===== config.mk =====
export PLATFORM = sky130hd
export DESIGN_NAME = ntwrk_topk_reducer
export DESIGN_NICKNAME = d
export VERILOG_FILES = /design/src/rtl/ntwrk_topk_reducer.sv
export SDC_FILE = /design/constraint.sdc
export NUM_CORES = 1
export LEC_CHECK = 0
export ABC_CLOCK_PERIOD_IN_PS = 7900
export BUFFER_PORTS_ARGS = -buffer_cell sky130_fd_sc_hd__buf_2
export CORE_MARGIN = 3
export CORE_UTILIZATION = 35
export DETAILED_ROUTE_END_ITERATION = 10
export SYNTH_ARGS = -nofsm -noshare
export SYNTH_HDL_FRONTEND = slang
export SYNTH_SLANG_ARGS = --single-unit
export TNS_END_PERCENT = 50

===== constraint.sdc =====
create_clock -name clk -period 7.9 [get_ports clk]
set_input_delay 0.79 -clock clk [delete_from_list [all_inputs] [get_ports clk]]
set_output_delay 0.79 -clock clk [all_outputs]
set_load 0.02 [all_outputs]

===== src/rtl/ntwrk_topk_reducer.sv =====
// ============================================================================
// Module   : ntwrk_topk_reducer
// Brief    : Keeps the TOP_K largest network sizes from a stream and reduces
//            them, one slot per cycle, to a product or sum answer.
//            Optional build macro: NTWRK_TOPK_CYCLE_CNT_EN (adds cycle_cnt).
// Revision : 1.0 - initial release
// ============================================================================
`default_nettype none

module ntwrk_topk_reducer #(
  parameter int SZ_W     = 10,
  parameter int TOP_K    = 3,
  parameter int ANSWER_W = 30,
  parameter int MODE     = 0
) (
  input  logic                clk,
  input  logic                rst_n,
  input  logic [SZ_W-1:0]     sz_in,
  input  logic                sz_in_vld,
  input  logic                sz_in_last,
  output logic                sz_in_rdy,
  output logic [ANSWER_W-1:0] answer,
  output logic                answer_ovf,
  output logic                answer_vld,
  input  logic                answer_rdy
`ifdef NTWRK_TOPK_CYCLE_CNT_EN
  ,
  output logic [63:0]         cycle_cnt
`endif
);

  localparam logic [1:0] c_st_collect = 2'd0;
  localparam logic [1:0] c_st_reduce  = 2'd1;
  localparam logic [1:0] c_st_done    = 2'd2;
  localparam int c_idx_w  = $clog2(TOP_K) + 1;
  localparam int c_full_w = ANSWER_W + SZ_W;
  localparam logic [ANSWER_W-1:0] c_acc_init = (MODE == 0) ? ANSWER_W'(1) : '0;

  logic [1:0]          r_state;
  logic [1:0]          w_next;
  logic [SZ_W-1:0]     r_slot [TOP_K];
  logic [SZ_W-1:0]     w_ins  [TOP_K];
  logic [TOP_K-1:0]    w_gt;
  logic [c_idx_w-1:0]  r_idx;
  logic [ANSWER_W-1:0] r_acc;
  logic                r_ovf;
  logic [ANSWER_W-1:0] r_answer;
  logic                r_answer_ovf;
  logic [c_full_w-1:0] w_full;
  logic [ANSWER_W-1:0] w_acc_nxt;
  logic                w_ovf_nxt;
  logic                w_accept;
  logic                w_last_slot;

  assign w_accept    = (r_state == c_st_collect) && sz_in_vld;
  assign w_last_slot = (r_idx == c_idx_w'(TOP_K - 1));

  // Sorted insert: w_gt is monotonic over a descending list, so the first set
  // bit marks the insertion point and every later slot takes its predecessor.
  genvar gi;
  generate
    for (gi = 0; gi < TOP_K; gi++) begin : g_ins
      assign w_gt[gi] = (sz_in > r_slot[gi]);
      if (gi == 0) begin : g_head
        assign w_ins[gi] = w_gt[gi] ? sz_in : r_slot[gi];
      end else begin : g_tail
        assign w_ins[gi] = w_gt[gi-1] ? r_slot[gi-1] : (w_gt[gi] ? sz_in : r_slot[gi]);
      end
    end
  endgenerate

  always_comb begin
    if (MODE == 0) w_full = c_full_w'(r_acc) * c_full_w'(r_slot[0]);
    else           w_full = c_full_w'(r_acc) + c_full_w'(r_slot[0]);
    if (r_slot[0] == '0) begin
      w_acc_nxt = r_acc;
      w_ovf_nxt = r_ovf;
    end else begin
      w_acc_nxt = w_full[ANSWER_W-1:0];
      w_ovf_nxt = r_ovf | (|w_full[c_full_w-1:ANSWER_W]);
    end
  end

  always_ff @(posedge clk) begin
    if (!rst_n) r_state <= c_st_collect;
    else        r_state <= w_next;
  end

  always_comb begin
    w_next = r_state;
    case (r_state)
      c_st_collect: if (w_accept && sz_in_last) w_next = c_st_reduce;
      c_st_reduce:  if (w_last_slot)            w_next = c_st_done;
      c_st_done:    if (answer_rdy)             w_next = c_st_collect;
      default:                                  w_next = c_st_collect;
    endcase
  end

  always_comb begin
    sz_in_rdy  = (r_state == c_st_collect);
    answer_vld = (r_state == c_st_done);
    answer     = r_answer;
    answer_ovf = r_answer_ovf;
  end

  // Reduction consumes slot[0] and shifts the list up, leaving it empty.
  always_ff @(posedge clk) begin
    if (!rst_n) begin
      for (int i = 0; i < TOP_K; i++) r_slot[i] <= '0;
    end else begin
      case (r_state)
        c_st_collect: if (w_accept) for (int i = 0; i < TOP_K; i++) r_slot[i] <= w_ins[i];
        c_st_reduce: begin
          for (int i = 0; i < TOP_K - 1; i++) r_slot[i] <= r_slot[i+1];
          r_slot[TOP_K-1] <= '0;
        end
        c_st_done: if (answer_rdy) for (int i = 0; i < TOP_K; i++) r_slot[i] <= '0;
        default: ;
      endcase
    end
  end

  always_ff @(posedge clk) begin
    if (!rst_n) begin
      r_idx        <= '0;
      r_acc        <= '0;
      r_ovf        <= 1'b0;
      r_answer     <= '0;
      r_answer_ovf <= 1'b0;
    end else if (r_state == c_st_collect) begin
      if (w_accept && sz_in_last) begin
        r_idx <= '0;
        r_acc <= c_acc_init;
        r_ovf <= 1'b0;
      end
    end else if (r_state == c_st_reduce) begin
      r_idx <= r_idx + c_idx_w'(1);
      r_acc <= w_acc_nxt;
      r_ovf <= w_ovf_nxt;
      if (w_last_slot) begin
        r_answer     <= w_acc_nxt;
        r_answer_ovf <= w_ovf_nxt;
      end
    end
  end

`ifdef NTWRK_TOPK_CYCLE_CNT_EN
  logic        r_cnt_run;
  logic [63:0] r_cycle_cnt;

  always_ff @(posedge clk) begin
    if (!rst_n) begin
      r_cnt_run   <= 1'b0;
      r_cycle_cnt <= '0;
    end else if ((r_state == c_st_done) && answer_rdy) begin
      r_cnt_run   <= 1'b0;
      r_cycle_cnt <= '0;
    end else if (r_cnt_run || w_accept) begin
      r_cycle_cnt <= r_cycle_cnt + 64'd1;
      r_cnt_run   <= !((r_state == c_st_reduce) && w_last_slot);
    end
  end

  assign cycle_cnt = r_cycle_cnt;
`endif

endmodule

`default_nettype wire


* Word level (Yosys, flattened, before mapping) *
Memory sizes are Yosys's and may differ from the RTL's.
Index checks and enable logic that the tools add are counted.
Widths: inputs -> output; s select.

word-level totals
  memories kept = 1
  input bits = 15
  word-level logic and storage cells = 79
  bits in writable memories = 30
  register bits after elaboration = 67

operators by class
  bitwise gates (word level) = 11
  $mul = 1
  $add $sub $neg = 1
  multiplexer cells = 41
  order comparisons = 3
  equality and inequality tests = 6
  reductions and logical operators = 9

memory list
  memory  depth  width  rd ports  clocked after Yosys merged registers in  wr ports  line  RTL
  r_slot  3      10     3         0                                        3         41    logic [SZ_W-1:0] r_slot [TOP_K];

operators with widths
  operator             number
  $mux 10              14
  $mux 30              4
  $mul 30x10->40       1
  $gt 10x10->1         3
  $mux 1               16
  $logic_not 10->1     1
  $or 1x1->1           10
  $reduce_or 10->1     1
  $mux 3               3
  $mux 2               3
  $pmux 2 s3           1
  $reduce_and 3->1     2
  $ne 2x1->1 const B   2
  $add 3x1->3 const B  1
  $eq 3x2->1 const B   1
  $eq 2x1->1 const B   1
  $eq 2x2->1 const B   1
  $logic_and 1x1->1    2
  $logic_not 2->1      1
  $ne 2x2->1 const B   1
  $reduce_and 2->1     1
  $reduce_bool 2->1    1
  $not 1->1            1

* Longest topological paths before layout *
  word-level depth = 9
  gate-level depth with buffers = 25
  mapped depth without buffers = 22

* Worst setup path before layout *
No wires, ideal clock.

  path type = register -> register
  start = mem r_slot[0][1]
  end = reg r_answer_ovf, in the netlist answer_ovf
  arrival = 5833 ps
  stages on the path, launching flop included = 23
  slack = 1945 ps
  buffers on the path = 2
  cells stage by stage = edfxtp_1 clkbuf_1 clkbuf_1 nand2_1 fa_1 inv_1 fa_1 fa_1 fa_1 inv_1 fa_1 inv_1 ha_1 nand4_2 o221ai_2 nor2b_1 o31ai_4 o41ai_4 a21oi_2 xnor2_1 or3_1 nor4_2 o21ai_1

RTL lines
  item                    line  RTL
  start: declaration      41
  end signal: assignment  142   r_answer_ovf <= w_ovf_nxt;
  end: declaration        48    logic r_answer_ovf;

==> flow_summary.toml <==
[logic_synthesis]
synthSimpleGateAreaFrac = 0.2008
synth_mux_area_frac = 0.01512
synth-compound-area-share = 0.1181
synth_xor_area_frac = 0.02045
synth_top_area_share = 0.3052
synth-seq-area-share = 0.1540
synthArstFlopShare = 0
syn-num-nets = 2005
synth_cell_types = 78
synthFlopType = "dfxtp_1"
synth_edf_count = 30
synth_top_cells_by_area = "fa_1, dfxtp_1, ha_1"
synth_top_family_by_area = "adder cells"
syn_area_mm2 = 0.01456
synth_adder_area_share = 0.3972
yosysMostFrequentCell = "inv_1"
postSynthCellCount = 1661
ys_ff_latch = 97
avgSynthCellArea_um2 = 8.766
ys_warn_count = 0
yosys-top-cells-count = "inv_1, fa_1, nand2_1, and2_1, ha_1"
synth_area_leader_cell = "fa_1"

[global_route]
grt_overflow = 0
grt_pass1_vias = 12230
grt_pass1_wl_um = 63890
track_usage = 0.1798
grt_max_degree = 45
antenna_found_initial = 0

[setup_path]
crit_family = "adder cells"
cp.buffers_inverters = 2
startpoint = "r_slot[0][4]$_SDFFCE_PP0P_"
cp-end-kind = "flop"
crit_chain = "and2_1 > fa_1 > fa_1 > fa_1 > fa_1 > inv_1 > fa_1 > inv_1 > ha_1 > nand4_2 > o221ai_2 > nor2b_1 > o31ai_4 > o41ai_4 > a21oi_2 > xnor2_1 > or3_1 > nor4_2 > o21ai_1"
slowest_stage = "edfxtp_1"
worst-r2r-setup-slack_ns = 1.55
r2r_cells = 19
required_ns = 8.16
r2r_start = "r_slot[0][4]$_SDFFCE_PP0P_"
cpMostUsedCell = "fa_1"
critical_path_class = "reg -> reg"
r2r-end = "answer_ovf$_SDFFE_PN0P_"
startpoint_type = "flop"
path_max_fanout = 13
critical-path-max-stage-delay_ns = 0.64
crit_arrival_ns = 6.61

[power]
internal_power_mw = 0.9164
power_frac_seq = 0.414
pwr_density_cell_mw_per_mm2 = 91.75
p_switching_mw = 0.5008
p_leak_nw = 7.536
vdd_drop_max_v = 0.00008745
finalPower_mw = 1.417
pwr-share-comb = 0.242
clkPwrFrac = 0.344
p_sw_frac = 0.3534

[final_layout]
multi_input_area_mm2 = 0.01094
areaGrowthSynthToFinish_pct = 6.084
antennaDiodeCount = 0
layout-drive-gt1-share = 0.06597
final_nets = 1976
fill_cells = 4200
regArea_mm2 = 0.002242
fin_cells = 2169

[place]
gp_congestion = 0.9269
io_buffers = 47
dpl.hpwl_um = 29800
post-place-cells = 2153

[clock_network]
cts-hold-fix-buffers = 0
insertion_delay_ns = 0.37
ctsResizeCount = 0
post-cts-setup-buffers = 0
numCtsBuffers = 9
cts-root-buf = "clkbuf_16"
cts_sinks = 97
clk_pin_slew_ns = 0.08
cts_tree = "done"
cts_buffer_depth = 2
cts_htree_levels = 3

[run]
cap_violations = 0

[min_path]
whs_endpoint = "answer[3]$_SDFFE_PN0P_"
min_path_cells = 2
hp-class = "reg -> reg"
min_from = "answer[3]$_SDFFE_PN0P_"

[floorplan]
die_y_um = 210.0
design.core.area_mm2 = 0.04092
initial_core_util = 0.3558
dieArea_mm2 = 0.04408
rows = 74
io_pins = 48
die_x_um = 210.0

[sta]
drv_slew = 0
finalSetupTns_ns = 0
max_slew_margin = 0.3149
worst_pin_slew_ns = 1.028
layout_min_cycle_time_ns = 6.348
rsz0062_at_grt = "false"
finalHoldViolations = 0
fmax_mhz = 157.5
finalSetupViolCount = 0
clock_skew_ns = 0.009888
period_share = 0.8035

[route]
drc = 0
wire_per_inst_um = 17.46
ant_nets = 0
drt_iter0_drc = 632
dr_total_vias = 11250
wl_um = 37880
first_pass_iters = 5
routed_via_density = 5.187

[outcome]
status = "finished clean"
==> worst register-to-register path: cells and delay by family (launching register included) <==
family                   cells  cell delay [ns]
flip-flops                   1             0.64
XOR/XNOR                     1             0.13
buffers and inverters        2             0.09
adder cells (fa/ha/maj)      6             2.93
AO/OA/AOI/OAI                5             0.98
AND/OR/NAND/NOR              5             1.47
==> area by class of cell <==
cell class                      instances  share of cell area
Timing Repair Buffer                   64             0.02349
Clock inverter                          7            0.006075
Sequential cell                        97              0.1452
Clock buffer                            9             0.01458
Multi-Input combinational cell       1217              0.7085
Tap cell                              532             0.04309
Inverter                              243             0.05905
==> stage by stage <==
stage	setup slack, ns	utilization	hold slack [ns]	instance area, um^2
final	1.552	0.3774	0.4593	15450
after global routing	1.154	0.3774	0.4847	15450
after detailed placement	1.545	0.3696	0.4514	15130
after CTS	1.503	0.3774	0.4627	15450
after global placement	1.607	0.3696	0.4510	15130
after floorplan	1.945	-	0.4412	14560
==> layer usage <==
metal  vias to the layer above  global-route usage  routed length, um  share of wire
li1                       5228                   -                  -              -
met1                      5740              0.2202              15720           0.42
met2                       208              0.3226              19660           0.52
met3                        74             0.01667                934          0.025
met4                         0             0.07991               1561          0.041
met5                         -                   0                  0              0
==> cells in the final DEF (no fill, tap or decap), types with 6 or more instances in the layout <==
master and instances:
xnor2_1 17, and2_1 195, mux2i_1 22, a211oi_1 11
a31oi_1 9, inv_1 242, fa_1 222, ha_1 107
buf_4 17, o21ai_0 53, nand2b_1 9, nor2_1 78
a22oi_1 6, a21o_1 16, nand3_1 24, edfxtp_1 30
nor3_1 17, o21ai_1 10, o21a_1 13, xor2_1 17
nor2b_1 10, buf_2 47, nand4_1 13, nand2_1 199
o22ai_1 13, a21boi_0 7, a21oi_1 62, dfxtp_1 67
o211ai_1 10, clkbuf_16 9
==> power by group through the flow <==
stage | Combinational (mW) | Sequential, mW | Clock (mW)
2_1_floorplan | 0.249 | 0.568 | 0
3_3_place_gp | 0.336 | 0.597 | 0
3_5_place_dp | 0.344 | 0.599 | 0
4_1_cts | 0.346 | 0.587 | 0.496
5_1_grt | 0.387 | 0.591 | 0.513
6_report | 0.343 | 0.587 | 0.487
==> kinds of logic (layout without fill, tap and decap cells) <==
logic type	Yosys count	in the layout
AND/OR/NAND/NOR	578	578
flip-flops	97	97
adder cells (fa/ha/maj)	329	329
XOR/XNOR	34	34
buffers and inverters	347	323
multiplexers	22	22
AO/OA/AOI/OAI	254	254
==> registers in the layout, summed over array words and instances, names as in the netlist <==
| name | flops |
|---|---|
| r_idx | 3 |
| r_acc | 30 |
| answer | 30 |
| r_ovf | 1 |
| r_state | 2 |
| r_slot | 30 |
| answer_ovf | 1 |
==> worst max-delay path by stage <==
stage,endpoint,slack (ns),depth (start not counted)
2_1_floorplan,answer_ovf$_SDFFE_PN0P_,1.94,22
3_3_place_gp,answer_ovf$_SDFFE_PN0P_,1.61,20
6_report,answer_ovf$_SDFFE_PN0P_,1.55,19
3_5_place_dp,r_ovf$_SDFFE_PN0P_,1.54,18
4_1_cts,answer_ovf$_SDFFE_PN0P_,1.50,20
5_1_grt,answer_ovf$_SDFFE_PN0P_,1.15,21
Note: power is estimated with default switching activity, not from simulation.
